==> config.mk <==
export PLATFORM = sky130hd
export DESIGN_NAME = except_ctrl_flat
export DESIGN_NICKNAME = d
export VERILOG_FILES = /design/src/rtl/except_ctrl_pkg.sv /design/src/rtl/except_ctrl_if.sv /design/src/rtl/except_ctrl_int_sync.sv /design/src/rtl/except_ctrl.sv /design/src/flat_wrapper.sv
export SDC_FILE = /design/constraint.sdc
export NUM_CORES = 1
export LEC_CHECK = 0
export BUFFER_PORTS_ARGS = -buffer_cell sky130_fd_sc_hd__buf_4
export CAP_MARGIN = 20
export CELL_PAD_IN_SITES_DETAIL_PLACEMENT = 0
export CELL_PAD_IN_SITES_GLOBAL_PLACEMENT = 1
export CORE_MARGIN = 1.5
export CORE_UTILIZATION = 22
export CTS_CLUSTER_SIZE = 16
export DETAILED_ROUTE_END_ITERATION = 12
export PLACE_DENSITY_LB_ADDON = 0.25
export SLEW_MARGIN = 20
export SYNTH_ARGS = -nofsm -noshare
export SYNTH_HDL_FRONTEND = slang
export SYNTH_SLANG_ARGS = --single-unit
==> constraint.sdc <==
create_clock -name clk -period 2 [get_ports clk]
set_clock_uncertainty 0.2 [all_clocks]
set_input_delay 0.1 -clock clk [delete_from_list [all_inputs] [get_ports clk]]
set_output_delay 0.1 -clock clk [all_outputs]
set_load 0.02 [all_outputs]
==> src/rtl/except_ctrl_pkg.sv <==
// Shared definitions for the exception controller: exception codes, CP0
// register addresses, FSM encoding and the priority encoder.
package except_ctrl_pkg;

   localparam logic [31:0] EXC_NONE    = 32'h0000_0000;
   localparam logic [31:0] EXC_INT     = 32'h0000_0001;
   localparam logic [31:0] EXC_SYSCALL = 32'h0000_0008;
   localparam logic [31:0] EXC_INVALID = 32'h0000_000a;
   localparam logic [31:0] EXC_OVF     = 32'h0000_000c;
   localparam logic [31:0] EXC_TRAP    = 32'h0000_000d;
   localparam logic [31:0] EXC_ERET    = 32'h0000_000e;

   localparam logic [4:0] CP0_REG_STATUS = 5'd12;
   localparam logic [4:0] CP0_REG_CAUSE  = 5'd13;
   localparam logic [4:0] CP0_REG_EPC    = 5'd14;

   typedef enum logic [1:0] {
      ST_IDLE  = 2'd0,
      ST_FLUSH = 2'd1,
      ST_GUARD = 2'd2
   } state_t;

   // Only the highest-priority flag survives; lower ones are dropped.
   function automatic logic [31:0] prio_code(input logic int_req,
                                             input logic syscall,
                                             input logic invalid,
                                             input logic trap,
                                             input logic ovf,
                                             input logic eret);
      logic [31:0] code;
      if (int_req)      code = EXC_INT;
      else if (syscall) code = EXC_SYSCALL;
      else if (invalid) code = EXC_INVALID;
      else if (trap)    code = EXC_TRAP;
      else if (ovf)     code = EXC_OVF;
      else if (eret)    code = EXC_ERET;
      else              code = EXC_NONE;
      return code;
   endfunction

endpackage

==> src/rtl/except_ctrl_if.sv <==
// MEM/WB/CP0 signal bundle between the pipeline and the exception controller.
interface except_ctrl_if;
   logic [5:0]  int_i;
   logic        timer_int_i;
   logic        inst_valid_i;
   logic        stall_i;
   logic        syscall_i;
   logic        invalid_i;
   logic        trap_i;
   logic        ovf_i;
   logic        eret_i;
   logic [31:0] cur_inst_addr_i;
   logic        is_in_delayslot_i;
   logic [31:0] cp0_status_i;
   logic [31:0] cp0_cause_i;
   logic [31:0] cp0_epc_i;
   logic        wb_cp0_we_i;
   logic [4:0]  wb_cp0_waddr_i;
   logic [31:0] wb_cp0_data_i;
   logic [5:0]  int_sync_o;
   logic [31:0] excepttype_o;
   logic [31:0] cur_inst_addr_o;
   logic        is_in_delayslot_o;
   logic        flush_o;
   logic [31:0] new_pc_o;

   modport slave (
      input  int_i, timer_int_i, inst_valid_i, stall_i,
      input  syscall_i, invalid_i, trap_i, ovf_i, eret_i,
      input  cur_inst_addr_i, is_in_delayslot_i,
      input  cp0_status_i, cp0_cause_i, cp0_epc_i,
      input  wb_cp0_we_i, wb_cp0_waddr_i, wb_cp0_data_i,
      output int_sync_o, excepttype_o, cur_inst_addr_o, is_in_delayslot_o,
      output flush_o, new_pc_o
   );

   modport master (
      output int_i, timer_int_i, inst_valid_i, stall_i,
      output syscall_i, invalid_i, trap_i, ovf_i, eret_i,
      output cur_inst_addr_i, is_in_delayslot_i,
      output cp0_status_i, cp0_cause_i, cp0_epc_i,
      output wb_cp0_we_i, wb_cp0_waddr_i, wb_cp0_data_i,
      input  int_sync_o, excepttype_o, cur_inst_addr_o, is_in_delayslot_o,
      input  flush_o, new_pc_o
   );
endinterface

==> src/rtl/except_ctrl_int_sync.sv <==
// Two-flop synchronizer for asynchronous level inputs, parameterized width.
module int_sync #(
   parameter int DATA_W = 6
) (
   input  logic              clk,
   input  logic              rst,
   input  logic [DATA_W-1:0] i_d,
   output logic [DATA_W-1:0] o_q
);

   logic [DATA_W-1:0] r_sync_p0;
   logic [DATA_W-1:0] r_sync_p1;

   // Stage boundary: metastability capture, then resolved copy.
   always_ff @(posedge clk or posedge rst) begin
      if (rst) begin
         r_sync_p0 <= '0;
         r_sync_p1 <= '0;
      end else begin
         r_sync_p0 <= i_d;
         r_sync_p1 <= r_sync_p0;
      end
   end

   assign o_q = r_sync_p1;

endmodule

==> src/rtl/except_ctrl.sv <==
// MEM-stage exception controller: prioritizes exception flags against
// WB-forwarded CP0 state and sequences a one-cycle pipeline flush.
module except_ctrl
   import except_ctrl_pkg::*;
#(
   parameter logic [31:0] EXC_VECTOR = 32'h0000_0020
) (
   input logic          clk,
   input logic          rst,
   except_ctrl_if.slave bus
);

   state_t      r_state;
   state_t      w_state_nxt;
   logic [31:0] r_new_pc;
   logic [5:0]  w_int_raw;
   logic [5:0]  w_int_sync;
   logic [31:0] w_status;
   logic [31:0] w_cause;
   logic [31:0] w_epc;
   logic        w_int_req;
   logic        w_consider;
   logic [31:0] w_exc;
   logic        w_unused_bits;

   assign w_int_raw = {bus.int_i[5] | bus.timer_int_i, bus.int_i[4:0]};

   int_sync #(.DATA_W(6)) u_int_sync (
      .clk (clk),
      .rst (rst),
      .i_d (w_int_raw),
      .o_q (w_int_sync)
   );

   assign bus.int_sync_o = w_int_sync;

   // CP0 view including a write that is still in WB this cycle.
   assign w_status = (bus.wb_cp0_we_i && bus.wb_cp0_waddr_i == CP0_REG_STATUS) ?
                     bus.wb_cp0_data_i : bus.cp0_status_i;
   assign w_epc    = (bus.wb_cp0_we_i && bus.wb_cp0_waddr_i == CP0_REG_EPC) ?
                     bus.wb_cp0_data_i : bus.cp0_epc_i;

   always_comb begin
      w_cause = bus.cp0_cause_i;
      if (bus.wb_cp0_we_i && bus.wb_cp0_waddr_i == CP0_REG_CAUSE) begin
         w_cause[9:8]   = bus.wb_cp0_data_i[9:8];
         w_cause[23:22] = bus.wb_cp0_data_i[23:22];
      end
   end

   assign w_unused_bits = ^{w_cause[31:16], w_cause[7:0],
                            w_status[31:16], w_status[7:2]};

   // Interrupt is a level condition, so it naturally waits out stalls and flushes.
   assign w_int_req  = (|(w_cause[15:8] & w_status[15:8])) && w_status[0] && !w_status[1];
   assign w_consider = bus.inst_valid_i && !bus.stall_i && (r_state == ST_IDLE) && !rst;

   always_comb begin
      w_exc = EXC_NONE;
      if (w_consider)
         w_exc = prio_code(w_int_req, bus.syscall_i, bus.invalid_i,
                           bus.trap_i, bus.ovf_i, bus.eret_i);
   end

   assign bus.excepttype_o      = w_exc;
   assign bus.cur_inst_addr_o   = bus.cur_inst_addr_i;
   assign bus.is_in_delayslot_o = bus.is_in_delayslot_i;

   always_ff @(posedge clk or posedge rst) begin
      if (rst) r_state <= ST_IDLE;
      else     r_state <= w_state_nxt;
   end

   always_comb begin
      w_state_nxt = r_state;
      case (r_state)
         ST_IDLE:  if (w_exc != EXC_NONE) w_state_nxt = ST_FLUSH;
         ST_FLUSH: w_state_nxt = ST_GUARD;
         ST_GUARD: w_state_nxt = ST_IDLE;
         default:  w_state_nxt = ST_IDLE;
      endcase
   end

   // Target is latched on the taking cycle and only lives through FLUSH.
   always_ff @(posedge clk or posedge rst) begin
      if (rst)
         r_new_pc <= '0;
      else if (w_exc == EXC_ERET)
         r_new_pc <= w_epc;
      else if (w_exc != EXC_NONE)
         r_new_pc <= EXC_VECTOR;
      else
         r_new_pc <= '0;
   end

   assign bus.flush_o  = (r_state == ST_FLUSH);
   assign bus.new_pc_o = (r_state == ST_FLUSH) ? r_new_pc : '0;

endmodule

==> src/flat_wrapper.sv <==
// flat-port wrapper written by rule: the top's interface ports become plain ports
module except_ctrl_flat import except_ctrl_pkg::*;
#(
   parameter logic [31:0] EXC_VECTOR = 32'h0000_0020
)
  (clk, rst, bus_int_i, bus_timer_int_i, bus_inst_valid_i, bus_stall_i, bus_syscall_i, bus_invalid_i, bus_trap_i, bus_ovf_i, bus_eret_i, bus_cur_inst_addr_i, bus_is_in_delayslot_i, bus_cp0_status_i, bus_cp0_cause_i, bus_cp0_epc_i, bus_wb_cp0_we_i, bus_wb_cp0_waddr_i, bus_wb_cp0_data_i, bus_int_sync_o, bus_excepttype_o, bus_cur_inst_addr_o, bus_is_in_delayslot_o, bus_flush_o, bus_new_pc_o);
  except_ctrl_if bus_i ();
  input logic clk;
  input logic rst;
  input wire logic [$bits(bus_i.int_i)-1:0] bus_int_i;
  input wire logic [$bits(bus_i.timer_int_i)-1:0] bus_timer_int_i;
  input wire logic [$bits(bus_i.inst_valid_i)-1:0] bus_inst_valid_i;
  input wire logic [$bits(bus_i.stall_i)-1:0] bus_stall_i;
  input wire logic [$bits(bus_i.syscall_i)-1:0] bus_syscall_i;
  input wire logic [$bits(bus_i.invalid_i)-1:0] bus_invalid_i;
  input wire logic [$bits(bus_i.trap_i)-1:0] bus_trap_i;
  input wire logic [$bits(bus_i.ovf_i)-1:0] bus_ovf_i;
  input wire logic [$bits(bus_i.eret_i)-1:0] bus_eret_i;
  input wire logic [$bits(bus_i.cur_inst_addr_i)-1:0] bus_cur_inst_addr_i;
  input wire logic [$bits(bus_i.is_in_delayslot_i)-1:0] bus_is_in_delayslot_i;
  input wire logic [$bits(bus_i.cp0_status_i)-1:0] bus_cp0_status_i;
  input wire logic [$bits(bus_i.cp0_cause_i)-1:0] bus_cp0_cause_i;
  input wire logic [$bits(bus_i.cp0_epc_i)-1:0] bus_cp0_epc_i;
  input wire logic [$bits(bus_i.wb_cp0_we_i)-1:0] bus_wb_cp0_we_i;
  input wire logic [$bits(bus_i.wb_cp0_waddr_i)-1:0] bus_wb_cp0_waddr_i;
  input wire logic [$bits(bus_i.wb_cp0_data_i)-1:0] bus_wb_cp0_data_i;
  output wire logic [$bits(bus_i.int_sync_o)-1:0] bus_int_sync_o;
  output wire logic [$bits(bus_i.excepttype_o)-1:0] bus_excepttype_o;
  output wire logic [$bits(bus_i.cur_inst_addr_o)-1:0] bus_cur_inst_addr_o;
  output wire logic [$bits(bus_i.is_in_delayslot_o)-1:0] bus_is_in_delayslot_o;
  output wire logic [$bits(bus_i.flush_o)-1:0] bus_flush_o;
  output wire logic [$bits(bus_i.new_pc_o)-1:0] bus_new_pc_o;
  assign bus_i.int_i = bus_int_i;
  assign bus_i.timer_int_i = bus_timer_int_i;
  assign bus_i.inst_valid_i = bus_inst_valid_i;
  assign bus_i.stall_i = bus_stall_i;
  assign bus_i.syscall_i = bus_syscall_i;
  assign bus_i.invalid_i = bus_invalid_i;
  assign bus_i.trap_i = bus_trap_i;
  assign bus_i.ovf_i = bus_ovf_i;
  assign bus_i.eret_i = bus_eret_i;
  assign bus_i.cur_inst_addr_i = bus_cur_inst_addr_i;
  assign bus_i.is_in_delayslot_i = bus_is_in_delayslot_i;
  assign bus_i.cp0_status_i = bus_cp0_status_i;
  assign bus_i.cp0_cause_i = bus_cp0_cause_i;
  assign bus_i.cp0_epc_i = bus_cp0_epc_i;
  assign bus_i.wb_cp0_we_i = bus_wb_cp0_we_i;
  assign bus_i.wb_cp0_waddr_i = bus_wb_cp0_waddr_i;
  assign bus_i.wb_cp0_data_i = bus_wb_cp0_data_i;
  assign bus_int_sync_o = bus_i.int_sync_o;
  assign bus_excepttype_o = bus_i.excepttype_o;
  assign bus_cur_inst_addr_o = bus_i.cur_inst_addr_o;
  assign bus_is_in_delayslot_o = bus_i.is_in_delayslot_o;
  assign bus_flush_o = bus_i.flush_o;
  assign bus_new_pc_o = bus_i.new_pc_o;
  except_ctrl #(.EXC_VECTOR(EXC_VECTOR)) u_core (.clk(clk), .rst(rst), .bus(bus_i));
endmodule
---- Word-level counts from Yosys, hierarchy flattened ----
Cells that the tools add are included.
operators by class
  equal/unequal tests ..................... 6
  multiplexer cells ....................... 15
  bitwise gates (word level) .............. 2
  reduce and logical (&&, ||, !) cells .... 14
operators by type and width
  cell                                            count
  2-to-1 mux 32 bit                               9
  == test 32 x 4 -> 1 bit, second input constant  1
  nonzero test 32 bit                             1
  2-to-1 mux 16 bit                               1
  == test 5 x 4 -> 1 bit, second input constant   3
  AND 8 bit                                       1
  logical AND 1 bit                               8
  OR reduction 8 bit                              1
  2-to-1 mux 6 bit                                1
  2-to-1 mux 2 bit                                2
  2-to-1 mux 4 bit                                1
  case mux 2 bit (2 select lines)                 1
  logical NOT 1 bit                               3
  == test 2 x 1 -> 1 bit, second input constant   1
  logical NOT 2 bit                               1
  != test 2 bit, second input constant            1
  bitwise OR 1 bit                                1
storage, ports and cells
  register bits ........................... 46
  bits of input ports ..................... 183
  word-level logic and storage cells ...... 41

---- Logic depth before layout (Yosys ltp) ----
  word-level depth ........................ 12
  depth in mapped cells ................... 8

---- By module ----
From an unflattened synthesis, not the netlist that was laid out.
unflattened totals
  cells, all modules ...................... 264
  area total of the unflattened synthesis .. 2912.8 um2
modules (own cells, without submodules)
  module       instances  cells an instance  area each (um2)  sequential area each (um2)
  except_ctrl  1          251                2608.8           850.8
  int_sync     1          13                 304.0            300.3

---- Least setup slack after synthesis ----
No wires, ideal clock.
  kind .................................... input -> output
  from .................................... input port bus_wb_cp0_waddr_i[4]
  to ...................................... output port bus_excepttype_o[3]
  arrival ................................. 2.015 ns
  required time ........................... 1.700 ns
  path slack .............................. -0.315 ns
  stages on the path ...................... 7
  buffers on the path ..................... 1
  path through ............................ nand4b_4 or3_1 buf_6 mux2_4 a22oi_4 a41oi_4 nor3b_1
on the way
  longest elaborated chain between the ends .. 9
  elaborated cells between the ends (all ways) .. 13
  classes of those cells .................. eq/ne: 2; mux: 4; bitwise: 1; reduce/logical: 6
RTL lines
  element                                                line                                  source
  from (decl)                                            flat_wrapper.sv:25                    input wire logic [$bits(bus_i.wb_cp0_waddr_i)-1:0] bus_wb_cp0_waddr_i;
  == test 5 x 4 -> 1 bit, on equally long branches       except_ctrl.sv:45, except_ctrl.sv:38
  logical AND 1 bit, on equally long branches            except_ctrl.sv:45, except_ctrl.sv:38
  2-to-1 mux 2 bit or 2-to-1 mux 16 bit (tied branches)  except_ctrl.sv:45, except_ctrl.sv:38
  AND 8 bit                                              except_ctrl.sv:55                     assign w_int_req = (|(w_cause[15:8] & w_status[15:8])) && w_status[0] && !w_status[1];
  OR reduction 8 bit                                     except_ctrl.sv:55
  logical AND 1 bit                                      except_ctrl.sv:55
  logical AND 1 bit *                                    except_ctrl.sv:55
  2-to-1 mux 32 bit *                                    except_ctrl_pkg.sv:31                 if (int_req) code = EXC_INT;
  2-to-1 mux 32 bit *                                    except_ctrl.sv:60                     if (w_consider)
  to (decl)                                              flat_wrapper.sv:28                    output wire logic [$bits(bus_i.excepttype_o)-1:0] bus_excepttype_o;
Every way passes the cells marked *; elsewhere a longest branch is shown, timed or not.

---- Worst setup path after layout ----
  from .................................... input port bus_wb_cp0_waddr_i[4]
  to ...................................... output port bus_excepttype_o[1]
Same word-level chain as after synthesis.

==> out/results.ini <==
[clock_network]
cts_tree = done
clk_pin_slew_ps = 60
cts_max_path_buffers = 2
cts_max_level = 2
root_buffer = clkbuf_16
numCtsBuffers = 5
clock_latency_ps = 270
cts_sinks = 46

[worst_setup_path]
r2r_cells = 5
path_max_fanout = 5
path_class = in2out
start_kind = input pin
r2r_slack_ps = 220
end_kind = primary output
rr_startpoint = u_core.r_state[1]$_DFFE_PP0P_
arrival_ps = 1950
required_ps = 1700
r2r_end = u_core.r_new_pc[0]$_DFF_PP0_

[synthesis]
synth_seq_cells = 46
ys_warn_count = 0
dominantRegCellSynth = dfrtp_1
yosys.area.top_type_share = 0.395
synth_most_common_cell = buf_4
syn_inst = 269
synth.cells.most_frequent = 61 x buf_4, 46 x dfrtp_1, 33 x and2_1, 31 x mux2i_1, 29 x nor3_2
yosys.area.top_type = dfrtp_1
synth.avg_cell_area_um2 = 10.8
ys_types = 38
seq_area_frac_synth = 0.395
syn_area_mm2 = 0.00291
async_reset_ff_frac = 1.00
yosys-top-cells-area = dfrtp_1 40%, buf_4 16%, mux2i_1 11%
synth-edff-count = 0

[power]
leakagePower_uw = 0.00214
intPower_uw = 1680
p_per_area_mw_per_mm2 = 477
ir_drop_v = 0.000234
switching_share = 0.241
p_clk_frac = 0.341
power_switching_uw = 531
power_uw = 2210
power_frac_comb = 0.228
seqPwrFrac = 0.431

[die]
fp.dieArea_mm2 = 0.0139
io_pins = 287
die_w_um = 118
coreArea_mm2 = 0.0128
start_util = 0.228
rows = 41
fp.dieH_um = 118

[timing]
worstMarginPinSlew_ps = 616
final.period_utilization = 1.12
setup_viol = 37
rsz0062_at_grt = yes
max_freq_mhz = 445
worst_slack_ps = -247
timing.final.crit_period_ps = 2250
whs_ps = -6.61
slew_headroom = 0.584
slew_violations = 0
hold_viol = 5

[hold_path]
min_path_type = in2reg
min_to = u_core.r_new_pc[13]$_DFF_PP0_
whs_path_depth = 3
min-delay-start = bus_cp0_epc_i[13]

[drt]
drc = 0
avgViaCountPerCell = 3.95
drtIter0Drc = 53
dr.pass1.iters = 4
ant_nets = 0
drt-wirelength-per-cell_um = 13.9
routed_wl_um = 8460
dr_total_vias = 2407

[placement]
dpl.hpwl_um = 6250
place_congestion = 0.756
placed_cell_area_mm2 = 0.00396
io_buffers = 146

[cells_and_area]
layout-drive-gt1-share = 0.507
final_nets = 621
syn2layout_area_growth_pct = 59.0
fin_area_mm2 = 0.00463
fillers = 1297
antenna_cells = 0

[outcome]
status = complete, but fails checks
violations = negative hold slack, negative setup slack

[global_route]
grt_pass1_vias = 2521
grt_max_degree = 47
grt_pass1_wl_um = 13200
grt_antenna_before_repair = 0
grt.overflow.total = 0
grt_use_total = 0.120

[run]
cap_viol_max_count = 0

-- layer usage --
layer  wire (µm)  GRT usage  up-vias
met2        4130      0.206      128
met4         250     0.0526        0
met3         595     0.0296       32
li1            -          -     1156
met1        3480      0.141     1091
met5           0          0        -
-- how the worst max path moves through the flow --
stage,slack [ps],end,startpoint,cells after the start
after floorplan,-170,bus_excepttype_o[1],bus_wb_cp0_waddr_i[4],7
after global placement,-390,u_core.r_new_pc[31]$_DFF_PP0_,bus_wb_cp0_waddr_i[4],9
after detailed placement,-440,bus_excepttype_o[1],bus_wb_cp0_waddr_i[4],8
after CTS,-280,bus_excepttype_o[1],bus_wb_cp0_waddr_i[4],8
after global routing,-340,bus_excepttype_o[1],bus_wb_cp0_waddr_i[4],8
final,-250,bus_excepttype_o[1],bus_wb_cp0_waddr_i[4],8
-- kinds of logic after synthesis --
kind of cell | share of synthesized area
compound gates | 0.0601
flops | 0.395
mux | 0.119
buf+inv | 0.191
other cells | 0.00129
simple gates | 0.234
-- metrics by stage --
step | instances | util | setup TNS [ps] | worst slack, ps
after floorplan | 296 | - | -977 | -173
after global placement | 554 | 0.310 | -13310 | -395
after detailed placement | 554 | 0.310 | -14310 | -441
after global routing | 610 | 0.363 | -8770 | -341
after CTS | 609 | 0.361 | -3450 | -279
final | 610 | 0.363 | -4940 | -247
-- worst max-delay path, cell delays in order --
cell and delay [ps]:
buf_6 90, nand4b_4 160, or3_4 370, mux2_4 320
a22oi_4 210, a41oi_4 210, nor4b_4 290, buf_4 170
-- final cells by class --
type / count / area (µm²) / share of cell area
timing repair buffer: 210 / 1750 / 0.378
multi-input combinational: 171 / 1370 / 0.295
sequential: 46 / 1150 / 0.248
tap: 172 / 215 / 0.0464
clock buffer: 7 / 133 / 0.0286
inverter: 4 / 15.0 / 0.00324
-- sequential cells by signal (all words and copies together) (netlist names) --
register,cells
u_core.r_state,2
u_core.u_int_sync.o_q,6
u_core.r_new_pc,32
u_core.u_int_sync.r_sync_p0,6
-- power groups by stage --
| stage | combinational (µW) | sequential [µW] | clock, µW |
|---|---|---|---|
| floorplan | 314 | 975 | 0 |
| global route | 543 | 952 | 832 |
| CTS | 504 | 951 | 788 |
| finish | 504 | 951 | 753 |
| global placement | 413 | 968 | 0 |
| detailed placement | 414 | 968 | 0 |
-- placed cells by master, fill, tap and decap left out, types with 3 or more instances in the layout --
cell / count
buf_4: 159
dfrtp_1: 46
dlygate4sd3_1: 43
and2_1: 33
mux2i_1: 31
nor3_2: 30
conb_1: 28
clkbuf_16: 5
buf_6: 5
nor2_1: 4
a21oi_1: 3
nand2_1: 3
inv_1: 3
-- repair_timing --
item                                    in CTS  in global routing
endpoints found under the setup margin      37                 37
pin swaps                                    4                  1
cloned                                       1                  0
setup buffers                                4                  1
gates resized for setup                      8                  2
hold buffers                                43                  0
hold endpoints to repair                    74                  0
No activity file was read; power rests on OpenSTA's default activity.
